[src/rtl/buffer_fill_ctrl_pkg.sv]
`default_nettype none
// ============================================================================
// Module      : dsc_pkg
// Description : Shared types and constants for the buffer fill controller.
// Revision    : 1.0 - initial release
// ============================================================================
package dsc_pkg;

    localparam int DEFAULT_NUM_BUF = 4;

    typedef logic [0:0] state_t;

    localparam state_t ST_FILL = 1'b0;
    localparam state_t ST_HOLD = 1'b1;

endpackage : dsc_pkg
`default_nettype wire

[src/rtl/buffer_fill_ctrl_if.sv]
`default_nettype none
// ============================================================================
// Module      : buffer_fill_ctrl_if
// Description : Sample stream, lane write enables and group handshake bundle.
// Revision    : 1.0 - initial release
// ============================================================================
interface buffer_fill_ctrl_if
    import dsc_pkg::*;
#(
    parameter int NUM_BUF = DEFAULT_NUM_BUF
);
    localparam int CNT_W = $clog2(NUM_BUF + 1);

    logic               in_valid;
    logic               in_last;
    logic               in_ready;
    logic [NUM_BUF-1:0] buf_we;
    logic               grp_valid;
    logic               grp_ready;
    logic [CNT_W-1:0]   grp_count;
    logic               grp_last;

    // Controller side
    modport slave (
        input  in_valid, in_last, grp_ready,
        output in_ready, buf_we, grp_valid, grp_count, grp_last
    );

    // Upstream source / downstream engine side
    modport master (
        output in_valid, in_last, grp_ready,
        input  in_ready, buf_we, grp_valid, grp_count, grp_last
    );

endinterface : buffer_fill_ctrl_if
`default_nettype wire

[src/rtl/buffer_fill_ctrl_onehot_dec.sv]
`default_nettype none
// ============================================================================
// Module      : onehot_dec
// Description : Index to one-hot decoder with a global enable.
// Revision    : 1.0 - initial release
// ============================================================================
module onehot_dec #(
    parameter int NUM_BUF = 4,
    parameter int IDX_W   = $clog2(NUM_BUF)
) (
    input  wire logic [IDX_W-1:0]   idx_i,
    input  wire logic               en_i,
    output logic      [NUM_BUF-1:0] dec_o
);

    for (genvar i = 0; i < NUM_BUF; i++) begin : g_lane
        assign dec_o[i] = en_i & (idx_i == IDX_W'(i));
    end

endmodule : onehot_dec
`default_nettype wire

[src/rtl/buffer_fill_ctrl.sv]
`default_nettype none
// ============================================================================
// Module      : buffer_fill_ctrl
// Description : Steers a serial sample stream into NUM_BUF lanes and presents
//               each filled group downstream with a valid/ready handshake.
// Revision    : 1.0 - initial release
// ============================================================================
module buffer_fill_ctrl
    import dsc_pkg::*;
#(
    parameter int NUM_BUF = DEFAULT_NUM_BUF
) (
    input  wire logic          clk,
    input  wire logic          rst_n,
    input  wire logic          clr_i,
    buffer_fill_ctrl_if.slave  bus
);

    localparam int IDX_W = $clog2(NUM_BUF);
    localparam int CNT_W = $clog2(NUM_BUF + 1);

    state_t             state_q,     state_d;
    logic [IDX_W-1:0]   idx_q,       idx_d;
    logic               in_ready_q,  in_ready_d;
    logic               grp_valid_q, grp_valid_d;
    logic [CNT_W-1:0]   grp_count_q, grp_count_d;
    logic               grp_last_q,  grp_last_d;

    logic               w_acc;
    logic               w_close;

    // clr suppresses the write even though in_ready is still high that cycle
    assign w_acc   = bus.in_valid & in_ready_q & ~clr_i;
    assign w_close = (idx_q == IDX_W'(NUM_BUF - 1)) | bus.in_last;

    onehot_dec #(
        .NUM_BUF (NUM_BUF),
        .IDX_W   (IDX_W)
    ) u_dec (
        .idx_i (idx_q),
        .en_i  (w_acc),
        .dec_o (bus.buf_we)
    );

    always_comb begin
        state_d     = state_q;
        idx_d       = idx_q;
        in_ready_d  = in_ready_q;
        grp_valid_d = grp_valid_q;
        grp_count_d = grp_count_q;
        grp_last_d  = grp_last_q;

        if (clr_i) begin
            state_d     = ST_FILL;
            idx_d       = '0;
            in_ready_d  = 1'b1;
            grp_valid_d = 1'b0;
            grp_count_d = '0;
            grp_last_d  = 1'b0;
        end else begin
            case (state_q)
                ST_FILL: begin
                    // Also raises in_ready on the first edge out of reset
                    in_ready_d = 1'b1;
                    if (w_acc) begin
                        if (w_close) begin
                            state_d     = ST_HOLD;
                            idx_d       = '0;
                            in_ready_d  = 1'b0;
                            grp_valid_d = 1'b1;
                            grp_count_d = CNT_W'(idx_q) + CNT_W'(1);
                            grp_last_d  = bus.in_last;
                        end else begin
                            idx_d = idx_q + IDX_W'(1);
                        end
                    end
                end
                ST_HOLD: begin
                    if (bus.grp_ready) begin
                        state_d     = ST_FILL;
                        grp_valid_d = 1'b0;
                        in_ready_d  = 1'b1;
                    end
                end
                default: begin
                    state_d    = ST_FILL;
                    idx_d      = '0;
                    in_ready_d = 1'b0;
                end
            endcase
        end
    end

    always_ff @(posedge clk or negedge rst_n) begin
        if (!rst_n) begin
            state_q     <= ST_FILL;
            idx_q       <= '0;
            in_ready_q  <= 1'b0;
            grp_valid_q <= 1'b0;
            grp_count_q <= '0;
            grp_last_q  <= 1'b0;
        end else begin
            state_q     <= state_d;
            idx_q       <= idx_d;
            in_ready_q  <= in_ready_d;
            grp_valid_q <= grp_valid_d;
            grp_count_q <= grp_count_d;
            grp_last_q  <= grp_last_d;
        end
    end

    assign bus.in_ready  = in_ready_q;
    assign bus.grp_valid = grp_valid_q;
    assign bus.grp_count = grp_count_q;
    assign bus.grp_last  = grp_last_q;

endmodule : buffer_fill_ctrl
`default_nettype wire

[src/flat_wrapper.sv]
// flat-port wrapper written by rule: the top's interface ports become plain ports
module buffer_fill_ctrl_flat import dsc_pkg::*;
#(
    parameter int NUM_BUF = DEFAULT_NUM_BUF
)
  (clk, rst_n, clr_i, bus_in_valid, bus_in_last, bus_grp_ready, bus_in_ready, bus_buf_we, bus_grp_valid, bus_grp_count, bus_grp_last);
  buffer_fill_ctrl_if #(.NUM_BUF(NUM_BUF)) bus_i ();
  input  wire logic clk;
  input  wire logic rst_n;
  input  wire logic clr_i;
  input wire logic [$bits(bus_i.in_valid)-1:0] bus_in_valid;
  input wire logic [$bits(bus_i.in_last)-1:0] bus_in_last;
  input wire logic [$bits(bus_i.grp_ready)-1:0] bus_grp_ready;
  output wire logic [$bits(bus_i.in_ready)-1:0] bus_in_ready;
  output wire logic [$bits(bus_i.buf_we)-1:0] bus_buf_we;
  output wire logic [$bits(bus_i.grp_valid)-1:0] bus_grp_valid;
  output wire logic [$bits(bus_i.grp_count)-1:0] bus_grp_count;
  output wire logic [$bits(bus_i.grp_last)-1:0] bus_grp_last;
  assign bus_i.in_valid = bus_in_valid;
  assign bus_i.in_last = bus_in_last;
  assign bus_i.grp_ready = bus_grp_ready;
  assign bus_in_ready = bus_i.in_ready;
  assign bus_buf_we = bus_i.buf_we;
  assign bus_grp_valid = bus_i.grp_valid;
  assign bus_grp_count = bus_i.grp_count;
  assign bus_grp_last = bus_i.grp_last;
  buffer_fill_ctrl #(.NUM_BUF(NUM_BUF)) u_core (.clk(clk), .rst_n(rst_n), .clr_i(clr_i), .bus(bus_i));
endmodule
[config.mk]
export PLATFORM = sky130hd
export DESIGN_NAME = buffer_fill_ctrl_flat
export DESIGN_NICKNAME = d
export VERILOG_FILES = /design/src/rtl/buffer_fill_ctrl_pkg.sv /design/src/rtl/buffer_fill_ctrl_if.sv /design/src/rtl/buffer_fill_ctrl_onehot_dec.sv /design/src/rtl/buffer_fill_ctrl.sv /design/src/flat_wrapper.sv
export SDC_FILE = /design/constraint.sdc
export NUM_CORES = 1
export LEC_CHECK = 0
export CAP_MARGIN = 20
export CORE_AREA = 8 8 45 47
export DETAILED_ROUTE_END_ITERATION = 12
export DIE_AREA = 0 0 53 55
export PLACE_DENSITY = 0.74
export SLEW_MARGIN = 20
export SYNTH_ARGS = -nofsm -noshare
export SYNTH_HDL_FRONTEND = slang
export SYNTH_SLANG_ARGS = --single-unit
[constraint.sdc]
create_clock -name clk -period 1.45 [get_ports clk]
set_input_delay 0.145 -clock clk [delete_from_list [all_inputs] [get_ports clk]]
set_output_delay 0.145 -clock clk [all_outputs]
set_load 0.005 [all_outputs]
Word-level counts from Yosys, hierarchy flattened
Index checks and enable logic that the tools add are counted.
- logic and storage cells: 57
- register bits: 9
- multiplexer cells: 27
- reductions and logical operators: 6
- equal/unequal tests: 7
- $add $sub $neg: 2
- bitwise logic cells: 9
- operator list (kind ; count):
    $mux W1 ; 16
    $mux W3 ; 4
    $mux W2 ; 4
    $and A1 B1 Y1 ; 6
    $ne A3 B3 Y1 const B ; 2
    $pmux W1 S2 ; 3
    $reduce_and A3 Y1 ; 2
    $eq A2 B2 Y1 const B ; 2
    $reduce_bool A2 Y1 ; 2
    $add A2 B1 Y3 const B ; 1
    $ne A3 B2 Y1 const B ; 1
    $add A2 B1 Y2 const B ; 1
    $eq A2 B1 Y1 const B ; 1
    $logic_not A2 Y1 ; 1
    $ne A2 B2 Y1 const B ; 1
    $not A1 Y1 ; 2
    $reduce_and A2 Y1 ; 1
    $or A1 B1 Y1 ; 1

Logic depth before layout (Yosys ltp)
Gate-level depths: netlist (run 1).
- word-level depth: 6
- depth in mapped cells: 4
- gate-level depth less buffers: 4

Hierarchy
Synthesis (run 1) repeated with hierarchy kept, for this count alone.
- cell total of the unflattened synthesis: 48
- area total of the unflattened synthesis: 462.9 um^2
- by module, submodules not included (module ; sequential area each (um^2) ; instances ; area an instance (um^2) ; cells an instance):
    buffer_fill_ctrl ; 225.2 ; 1 ; 425.4 ; 44
    onehot_dec ; 0.0 ; 1 ; 37.5 ; 4

Least setup slack after synthesis (run 1)
Ideal clock, no wire load.
- kind: reg2reg
- start: register u_core.idx_q[0]
- end: register u_core.grp_valid_q, in the netlist u_core.bus.grp_valid
- path slack: 205 ps
- period minus slack after synthesis: 1245 ps
- path buffers: 0
- arrival time: 1109 ps
- cell stages (with the launch flop): 5
- path through: dfrtp_1 > ha_1 > or2_4 > a31oi_1 > o31ai_1
- longest elaborated chain between the ends: 4
- ends and longest elaborated chain (item ; line ; RTL):
    from (decl) ; buffer_fill_ctrl.sv:23 ; logic [IDX_W-1:0] idx_q, idx_d;
    from (signal assigned) ; buffer_fill_ctrl.sv:104 ; idx_q <= idx_d;
    $eq A2 B2 Y1 ; buffer_fill_ctrl.sv:34 ; assign w_close = (idx_q == IDX_W'(NUM_BUF - 1)) | bus.in_last;
    $or A1 B1 Y1 ; buffer_fill_ctrl.sv:34 ;
    $ne A3 B2 Y1 (no source line) ; -- ;
    $reduce_and A3 Y1 (no source line) ; -- ;
    to (signal assigned) ; buffer_fill_ctrl.sv:106 ; grp_valid_q <= grp_valid_d;
    to (decl) ; buffer_fill_ctrl.sv:25 ; logic grp_valid_q, grp_valid_d;
Every way passes these cells.
A chain may end at the register's enable or synchronous reset.

Worst setup path after layout (run 1)
- start: register u_core.idx_q[0]
- end: output bus_buf_we[2]
- longest elaborated chain between the ends: 2
- ends and longest elaborated chain (item ; line ; RTL):
    $eq A2 B2 Y1 ; buffer_fill_ctrl_onehot_dec.sv:17 ; assign dec_o[i] = en_i & (idx_i == IDX_W'(i));
    $and A1 B1 Y1 ; buffer_fill_ctrl_onehot_dec.sv:17 ;
    to (decl) ; flat_wrapper.sv:15 ; output wire logic [$bits(bus_i.buf_we)-1:0] bus_buf_we;
Every way passes these cells.

==> impl_metrics.tcl, run 1 <==
set metrics [dict create \
    switchingPower_mw 0.166 \
    postCtsHoldBufs 0 \
    syn_inst 57 \
    place_congestion 0.789 \
    io-pin-count 16 \
    worst_pin_slew_ns 0.445 \
    reg2reg_slack_ns 0.04 \
    track_usage 0.105 \
    die_area_um2 2920 \
    synth_cell_types 22 \
    grt_max_degree 11 \
    min_path_type "in2async" \
    die_w_um 53 \
    cp_common_cell "buf_6" \
    timing.rr.start "u_core.idx_q[0]$_DFFE_PN0P_" \
    cts_sinks 9 \
    critPathArrivalTime_ns 1.31 \
    synth_nets 68 \
    p_int_mw 0.453 \
    p_sw_frac 0.268 \
    seq_area_frac_synth 0.428 \
    max-vdd-ir-drop_mv 0.564 \
    n_antenna_cell 0 \
    clockBufferDepth 2 \
    fin_setup_tns_ns -0.00382 \
    cp.required_ns 1.31 \
    htree_levels 1 \
    vias 520 \
    rsz0062_at_grt "true" \
    worstSetupEndpointType "output port" \
    antenna_found_initial 0 \
    drt_wl_total_mm 1.44 \
    drv_cap 0 \
    worst_clock_skew_ns 0.0118 \
    grt_pass1_vias 512 \
    reg2reg_depth 6 \
    p_leak_nw 0.392 \
    pwr-share-clk 0.319 \
    power_per_cell_area_nw_per_um2 696 \
    start_kind "register" \
    grt-ovfl-total 0 \
    final_antenna_net_count 0 \
    finalSetupViolCount 1 \
    synthesis.area_um2 527 \
    vias_per_cell 4.86 \
    start_util 0.381 \
    initialDrtViolationCount 13 \
    stdcell_area_um2 890 \
    crit_type "reg2out" \
    status "finished, violations left" \
    cpPeakStageDelay_ns 0.42 \
    ys_warn_count 0 \
    drtPass1Iterations 4 \
    clkSlewWorstSetupHoldPaths_ns 0.07 \
    cts_root_buffer "clkbuf_4" \
    path_cells "buf_6 > inv_4 > buf_6 > ha_4 > and2_4 > buf_6" \
    core_um2 1380 \
    violations "setup timing" \
    crit_family "flip-flops" \
    drv_slew 0 \
    postSynthAreaPerCell_um2 9.24 \
    max_freq_mhz 688 \
    numCtsBuffers 3 \
    cts_tree "built" \
    r2r-end "u_core.bus.grp_valid$_DFFE_PN0P_" \
    synth_seq_cells 9 \
    grt_pass1_wl_mm 2.28 \
    relSlewSlack 0.702 \
    cp_max_fo 3 \
    finalHoldViolCount 0 \
    timing.final.ws_setup_ns -0.00382 \
    row_count 14 \
    nNetsFinal 103 \
    fin_crit_sh 1.00 \
    pwr-share-comb 0.240 \
    final_layout_size_suffix_gt1_frac 0.374 \
    syn2layout_area_growth_pct 68.9 \
    period_minus_slack_ns 1.45 \
    placed_area_um2 749 \
    port_buffers 15 \
    dp_hpwl_mm 1.00 \
    seq_power_share 0.440 \
    wl_per_cell_um 13.5 \
    drc 0 \
    crit_buf_inv 4 \
    crit_path_top_delay_cell "dfrtp_1" \
    clk_latency_ns 0.26 \
    die_height_um 55 \
]
==> power groups by stage <==
stage,combinational [mW],sequential (mW),clock (mW)
2_1_floorplan,0.0530,0.279,0
3_3_place_gp,0.119,0.277,0
3_5_place_dp,0.120,0.277,0
4_1_cts,0.137,0.271,0.198
5_1_grt,0.162,0.275,0.210
6_report,0.149,0.273,0.198
==> worst reg2reg max path, stage by stage, from the launching register on <==
cell,delay [ns]
dfrtp_1,0.42
buf_6,0.14
ha_4,0.15
buf_6,0.11
or2_4,0.24
a31oi_1,0.16
o31ai_1,0.09
==> state kept, by name (all words and copies together) (netlist names) <==
register and cells:
u_core.bus.grp_count 3, u_core.idx_q 2, u_core.bus.grp_last 1, u_core.bus.grp_valid 1
u_core.bus.in_ready 1, u_core.state_q 1
==> worst max-delay path by stage <==
stage                                 from                               end  slack [ns]  cells after the start
2_1_floorplan  u_core.idx_q[0]$_DFFE_PN0P_  u_core.bus.grp_valid$_DFFE_PN0P_        0.21                      4
3_3_place_gp                  bus_in_valid                     bus_buf_we[0]       -0.13                      5
3_5_place_dp                  bus_in_valid                     bus_buf_we[2]       -0.14                      5
4_1_cts        u_core.idx_q[0]$_DFFE_PN0P_                     bus_buf_we[1]       -0.03                      5
5_1_grt        u_core.idx_q[0]$_DFFE_PN0P_                     bus_buf_we[2]       -0.06                      6
6_report       u_core.idx_q[0]$_DFFE_PN0P_                     bus_buf_we[2]      -0.004                      6
==> cells in the final DEF, fill, tap and decap left out, types with 2 or more instances in the layout <==
cell type and instances:
buf_4 11, dfrtp_1 9, nor2_1 3, o21ai_0 4, nand3_1 4, and2_1 2, buf_6 7, a21oi_1 6
buf_2 2, clkbuf_4 3, ha_4 3, clkdlybuf4s50_1 11, nand2b_1 2, nand2_1 5, ha_1 2, inv_1 2
==> cells in the mapped netlist, drive strengths merged <==
cell type / instances / share of area
o22ai: 1 / 0.012
nand3b: 1 / 0.014
and2: 3 / 0.036
o21ai: 5 / 0.055
inv: 3 / 0.021
nand3: 5 / 0.057
or2: 1 / 0.017
a21oi: 7 / 0.074
dfrtp: 9 / 0.43
nor2: 4 / 0.028
ha: 5 / 0.12
a31oi: 1 / 0.012
nor3: 1 / 0.0095
o31ai: 1 / 0.014
clkbuf: 1 / 0.0071
nand2b: 2 / 0.024
and3b: 1 / 0.017
nand2: 5 / 0.036
buf: 1 / 0.021
==> kinds of logic (layout without fill, tap and decap cells) <==
kind of cell | Yosys count | after routing | synth area share
and+or+nand+nor | 23 | 23 | 0.238
AOI/OAI and AO/OA | 15 | 15 | 0.166
DFF | 9 | 9 | 0.428
adders and majority gates | 5 | 5 | 0.119
buffers and inverters | 5 | 39 | 0.0499
==> per-layer routing <==
layer / part of all wire / vias up / GRT usage
li1: - / 266 / -
met1: 0.46 / 239 / 0.117
met2: 0.50 / 13 / 0.186
met3: 0.025 / 2 / 0.0134
met4: 0.013 / 0 / 0.0647
met5: 0 / - / 0
==> layout make-up <==
cell class / count / area [um2]
Fill cell: 129 / 494
Timing Repair Buffer: 32 / 287
Tap cell: 16 / 20.0
Sequential cell: 9 / 225
Clock buffer: 4 / 26.3
Inverter: 3 / 13.8
Multi-Input combinational cell: 43 / 318
==> per-stage QoR <==
step           total power [mW]  hold WS, ns  utilization  setup slack [ns]  std cells
6_report                  0.619        0.190        0.643          -0.00382        107
5_1_grt                   0.647        0.225        0.643           -0.0575        107
4_1_cts                   0.606        0.201        0.592           -0.0314        106
3_5_place_dp              0.398        0.475        0.542            -0.143         95
3_3_place_gp              0.396        0.466        0.542            -0.132         95
2_1_floorplan             0.332       -0.151            -             0.205         57
==> what timing repair did <==
item / 4_1_cts / 5_1_grt
endpoints found under the setup margin: 4 / 9
resized for setup: 17 / 15
pin swaps: 1 / 6
setup buffers: 7 / 1
No activity file was read; power rests on OpenSTA's default activity.
==> inputs of run 2 (changes only) <==
- CELL_PAD_IN_SITES_DETAIL_PLACEMENT: unset -> 1
- CELL_PAD_IN_SITES_GLOBAL_PLACEMENT: unset -> 1
- CORE_AREA: 8 8 45 47 -> unset
- CORE_ASPECT_RATIO: unset -> 0.8
- CORE_MARGIN: unset -> 8
- CORE_UTILIZATION: unset -> 32
- DIE_AREA: 0 0 53 55 -> unset
- PLACE_DENSITY: 0.74 -> 0.79
==> impl_metrics.tcl, run 2 (same netlist as run 1, synthesis figures left out) <==
set metrics [dict create \
    timing.final.ws_setup_ns 0.0332 \
    p_leak_nw 0.365 \
    worst_clock_skew_ns 0.00814 \
    route.met3.wl_um 60 \
    crit_type "reg2reg" \
    relSlewSlack 0.721 \
    worstSetupEndpointType "register" \
    die_height_um 52.3 \
    met2WireLength_um 699 \
    largest_reg_flops 3 \
    finalHoldViolCount 0 \
    stdcell_area_um2 826 \
    die_area_um2 3210 \
    grt-ovfl-total 0 \
    drt_wl_total_mm 1.55 \
    stdcell_count 109 \
    max-vdd-ir-drop_mv 0.403 \
    placedCellCount 101 \
    drv_cap 0 \
    cts_sinks 9 \
    top_layer_used "met4" \
    row_count 13 \
    start_kind "register" \
    io-pin-count 16 \
    period_minus_slack_ns 1.42 \
    clk_latency_ns 0.27 \
    grt_pass1_vias 548 \
    nNetsFinal 99 \
    vias 532 \
    placed_area_um2 757 \
    place_congestion 0.777 \
    drv_slew 0 \
    cp_max_fo 4 \
    die_w_um 61.4 \
    final_layout_size_suffix_gt1_frac 0.322 \
    pre_cts_ws_ns -0.193 \
    clkSlewWorstSetupHoldPaths_ns 0.07 \
    timing.rr.start "u_core.idx_q[0]$_DFFE_PN0P_" \
    worst_pin_slew_ns 0.417 \
    syn2layout_area_growth_pct 56.8 \
    initialDrtViolationCount 4 \
    final_antenna_net_count 0 \
    min_path_type "in2async" \
    drtPass1Iterations 3 \
    cts_root_buffer "clkbuf_4" \
    reg2reg_slack_ns 0.03 \
    vias_per_cell 4.88 \
    fin_crit_sh 0.977 \
    layout_common_cells "clkdlybuf4s50_1, buf_4, dfrtp_1" \
    numCtsBuffers 3 \
    r2r-end "u_core.bus.grp_valid$_DFFE_PN0P_" \
    cts_tree "built" \
    critPathArrivalTime_ns 1.58 \
    status "finished clean" \
    grt_pass1_wl_mm 2.48 \
    clockBufferDepth 2 \
    drc 0 \
    grt_max_degree 11 \
    htree_levels 1 \
    cp.required_ns 1.61 \
    port_buffers 15 \
    reg2reg_depth 6 \
    finalSetupViolCount 0 \
    dp_hpwl_mm 1.12 \
    n_antenna_cell 0 \
    wl_per_cell_um 14.2 \
    core_um2 1590 \
    antenna_found_initial 0 \
    power_per_cell_area_nw_per_um2 741 \
    track_usage 0.104 \
    wl_met1_um 776 \
    start_util 0.330 \
    max_freq_mhz 706 \
    rsz0062_at_grt "true" \
]
[run 2: cell count changes in the layout (fill, tap and decap cells not counted), moves of 2 or more]
cell / delta
ha_4: -2
buf_6: -5
clkbuf_2: +2
ha_1: +2
[run 2: area by class of cell]
type | count | area, um2
timing repair buffer | 28 | 235
clock buffer | 4 | 26.3
multi-input combinational | 43 | 300
sequential | 9 | 225
tap | 22 | 27.5
fill | 193 | 768
inverter | 3 | 11.3
[run 2: metal layers]
metal | up-vias | track usage
li1 | 256 | -
met5 | - | 0
met2 | 10 | 0.165
met1 | 264 | 0.130
met3 | 2 | 0.0245
met4 | 0 | 0.0453
[run 2: worst max-delay path, stage by stage (launching register included)]
cell and delay (ns):
dfrtp_1 0.42, buf_6 0.14, ha_4 0.15, buf_4 0.14, or2_4 0.25, a31oi_1 0.14, o31ai_1 0.07
[run 2: worst max-delay path by stage]
stage                                            from                               end  depth (start not counted)
final                     u_core.idx_q[0]$_DFFE_PN0P_  u_core.bus.grp_valid$_DFFE_PN0P_                          6
after global routing      u_core.idx_q[1]$_DFFE_PN0P_  u_core.bus.grp_valid$_DFFE_PN0P_                          6
after CTS                 u_core.idx_q[0]$_DFFE_PN0P_                     bus_buf_we[0]                          5
after detailed placement                 bus_in_valid                     bus_buf_we[1]                          5
after global placement                   bus_in_valid                     bus_buf_we[0]                          5
after floorplan           u_core.idx_q[0]$_DFFE_PN0P_  u_core.bus.grp_valid$_DFFE_PN0P_                          4
[run 2: power by group]
group	switching (mW)	internal [mW]
logic	0.0626	0.0704
registers	0.0104	0.264
clock network	0.0985	0.106
[run 2: repair_timing]
action / 4_1_cts / 5_1_grt
hold buffers: 0 / 0
setup buffers: 4 / 0
gates resized for setup: 13 / 8
setup endpoints to repair: 5 / 5
pin swaps: 2 / 0
[run 2: stage by stage]
stage | util | TNS, ns | total power, mW | hold slack [ns]
floorplan | - | 0 | 0.332 | -0.151
global placement | 0.475 | -0.507 | 0.397 | 0.469
detailed placement | 0.475 | -0.632 | 0.401 | 0.479
CTS | 0.513 | -0.0410 | 0.609 | 0.189
global route | 0.518 | -0.0251 | 0.636 | 0.223
finish | 0.518 | 0 | 0.612 | 0.171
==> inputs of run 3 (changes only) <==
- HOLD_SLACK_MARGIN: unset -> 0.1
==> results of run 3 <==
Final layout, timing and power as in run 2 (identical DEF).
==> RTL edit: new RTL, config.mk and constraints of run 2 <==
Change the package constant `DEFAULT_NUM_BUF` from 4 to 8.
--- a/src/rtl/buffer_fill_ctrl_pkg.sv
+++ b/src/rtl/buffer_fill_ctrl_pkg.sv
@@ -7,5 +7,5 @@
 package dsc_pkg;
 
-    localparam int DEFAULT_NUM_BUF = 4;
+    localparam int DEFAULT_NUM_BUF = 8;
 
     typedef logic [0:0] state_t;
Ports: changed (resized bus_buf_we and bus_grp_count); port bits go from 16 to 21. No check against the original RTL was run, so the function may have changed too.
==> RTL edit against run 2 <==
The run now ends with negative setup slack left. Routed wire length grew 69%. Final area grew 48%. Worst setup slack lost 0.11 ns. Synthesized cell count grew 28%. Power grew 21%. Sequential cell count grew 2. Sequential power grew 21%. Hold slack gained 0.035 ns. Via count grew 32%. Critical path depth shrank 1. Area after synthesis grew 22%. Maximum frequency shrank 7.0%. Largest cell class unchanged.
==> RTL edit: results (changes against run 2) <==
- Outcome: finished with violations
- Violated checks: negative setup slack
- Rel. slew slack: 65.1% (-7.1 points)
- Placed cell area: 981 um2 (+30%)
- Post-DP HPWL: 1.73 mm (+54%)
- N_diodes: 0 (unchanged)
- RD Place Congestion: 0.790 (+1.6%)
- Fin. max-slew vios: 0 (unchanged)
- Critical R2R Capture: u_core.idx_q[2]$_DFFE_PN0P_
- # setup viols final: 8 (+8)
- Most instantiated cells after synthesis: dfrtp_1 (11), a21oi_1 (9), and3_1 (7), nand2_1 (7), ha_1 (6)
- CP max-delay cell: dfrtp_1
- Max Clock Skew: 0.00449 ns (-0.00365 ns)
- CTS Buf Count: 3 (unchanged)
- Iteration-0 DRC count of the detailed router: 22 (+18)
- Cell depth of the worst flop-to-flop path: 5 (-1)
- Worst R2R Start: u_core.idx_q[1]$_DFFE_PN0P_
- Peak supply drop: 0.499 mV (+24%)
- Fill cells: 206 (+6.7%)
- Register area share after synthesis: 43.0% (+0.21 points)
- Port-buffer cells: 20 (+5)
- Max incr delay on CP: 0.42 ns (about the same)
- Max FO, Critical Path: 3 (-1)
- Layout cells sized above 1: 50.0% (+18 points)
- Mapped Avg Cell Area: 8.78 um2 (-5.0%)
- Worst skew pair latency: 0.28 ns
- Count of cell types in the netlist: 23 (+4.5%)
- First-pass GRT wire length: 3.91 mm (+57%)
- Leak Pwr: 0.510 nW (+40%)
- Vias in the first global route: 808 (+47%)
- Drt first pass iters: 2 (-1)
- Post-synthesis net count: 85 (+25%)
- Place WS: -0.380 ns (-0.188 ns)
- Synth Area in Compound Gates: 14.1% (-2.6 points)
- Via count: 704 (+32%)
- Placed Instances: 128 (+27%)
- Top delay family on crit path: simple AND/OR/NAND/NOR gates
- Number of flip-flops in the largest register: 4 (+1)
- Largest net degree at the start of global routing: 13 (+2)
- GRT Overall Usage: 13.6% (+3.2 points)
- Fin Setup TNS: -0.323 ns (-0.323 ns)
- DRT Wirelength: 2.61 mm (+69%)
- Adder-cell share of the synthesized area: 11.7% (-0.16 points)
- Xor/xnor cell area share of the yosys netlist: 0% (unchanged)
- Clock root buffer: clkbuf_4
- Hold WS: 0.206 ns (+0.0351 ns)
- H-tree level count: 1 (unchanged)
- Clock-pin transition on the worst setup and hold timing paths: 0.08 ns
- Synth area leaders: dfrtp_1 (43%), ha_1 (12%), a21oi_1 (7.0%), and3_1 (6.8%), nand2_1 (4.1%)
- Setup ws final: -0.0727 ns (-0.106 ns)
- Drt wl/cell: 19.2 um (+35%)
- Arrival time at the worst endpoint: 1.73 ns (+0.15 ns)
- Synth-to-layout area growth: 91.4%
- Max Buffers Root-to-Sink: 2 (unchanged)
-- RTL edit: cell types whose count changed in the layout (fill, tap and decap cells not counted), sizes merged --
cell          before  now
clkbuf             7    4
nand2b             2    1
buf               14   27
or3                0    2
nor2               4    3
a21oi              7    9
and3               0    7
dlymetal6s2s       0    1
ha                 5    6
inv                3    4
dfrtp              9   11
and2               3    1
nand2              5    7
or2b               0    1
-- RTL edit: power by group --
group | switching, mW | leakage, nW | internal [mW] | total, mW
Clock | 0.114 | 0.0150 | 0.107 | 0.221
Combinational | 0.0916 | 0.349 | 0.0979 | 0.190
Sequential | 0.0123 | 0.146 | 0.319 | 0.332
-- RTL edit: stage by stage --
stage | total power, mW | util [%]
2_1_floorplan | 0.388 | -
3_3_place_gp | 0.470 | 51.9
3_5_place_dp | 0.478 | 51.9
4_1_cts | 0.728 | 59.7
5_1_grt | 0.780 | 64.8
6_report | 0.742 | 64.8
-- RTL edit: final cells by class --
cell class,instances,area (um2),share of cell area [%]
Multi-Input combinational cell,54,497,40.5
Timing Repair Buffer,39,373,30.4
Inverter,4,25.0,2.04
Sequential cell,11,275,22.4
Tap cell,24,30.0,2.45
Clock buffer,4,26.3,2.14
-- RTL edit: what timing repair did --
action	in CTS	in global routing
pin swaps	5	8
endpoints found under the setup margin	10	17
resized for setup	60	16
setup buffers	3	2
hold buffers	0	0
hold endpoints to repair	0	0
-- RTL edit: worst register-to-register path: cells and delay by family (launching register included) --
family	cells	cell delay, ns
flops	1	0.42
compound gates	1	0.11
fa+ha+maj	2	0.36
simple gates	2	0.57
-- RTL edit: routing by layer --
layer,track usage (%),vias to the layer above,part of all wire (%)
met4,7.29,0,2.1
met1,14.2,350,41
met3,4.23,6,5.6
li1,-,329,-
met5,0,-,0
met2,23.5,19,51
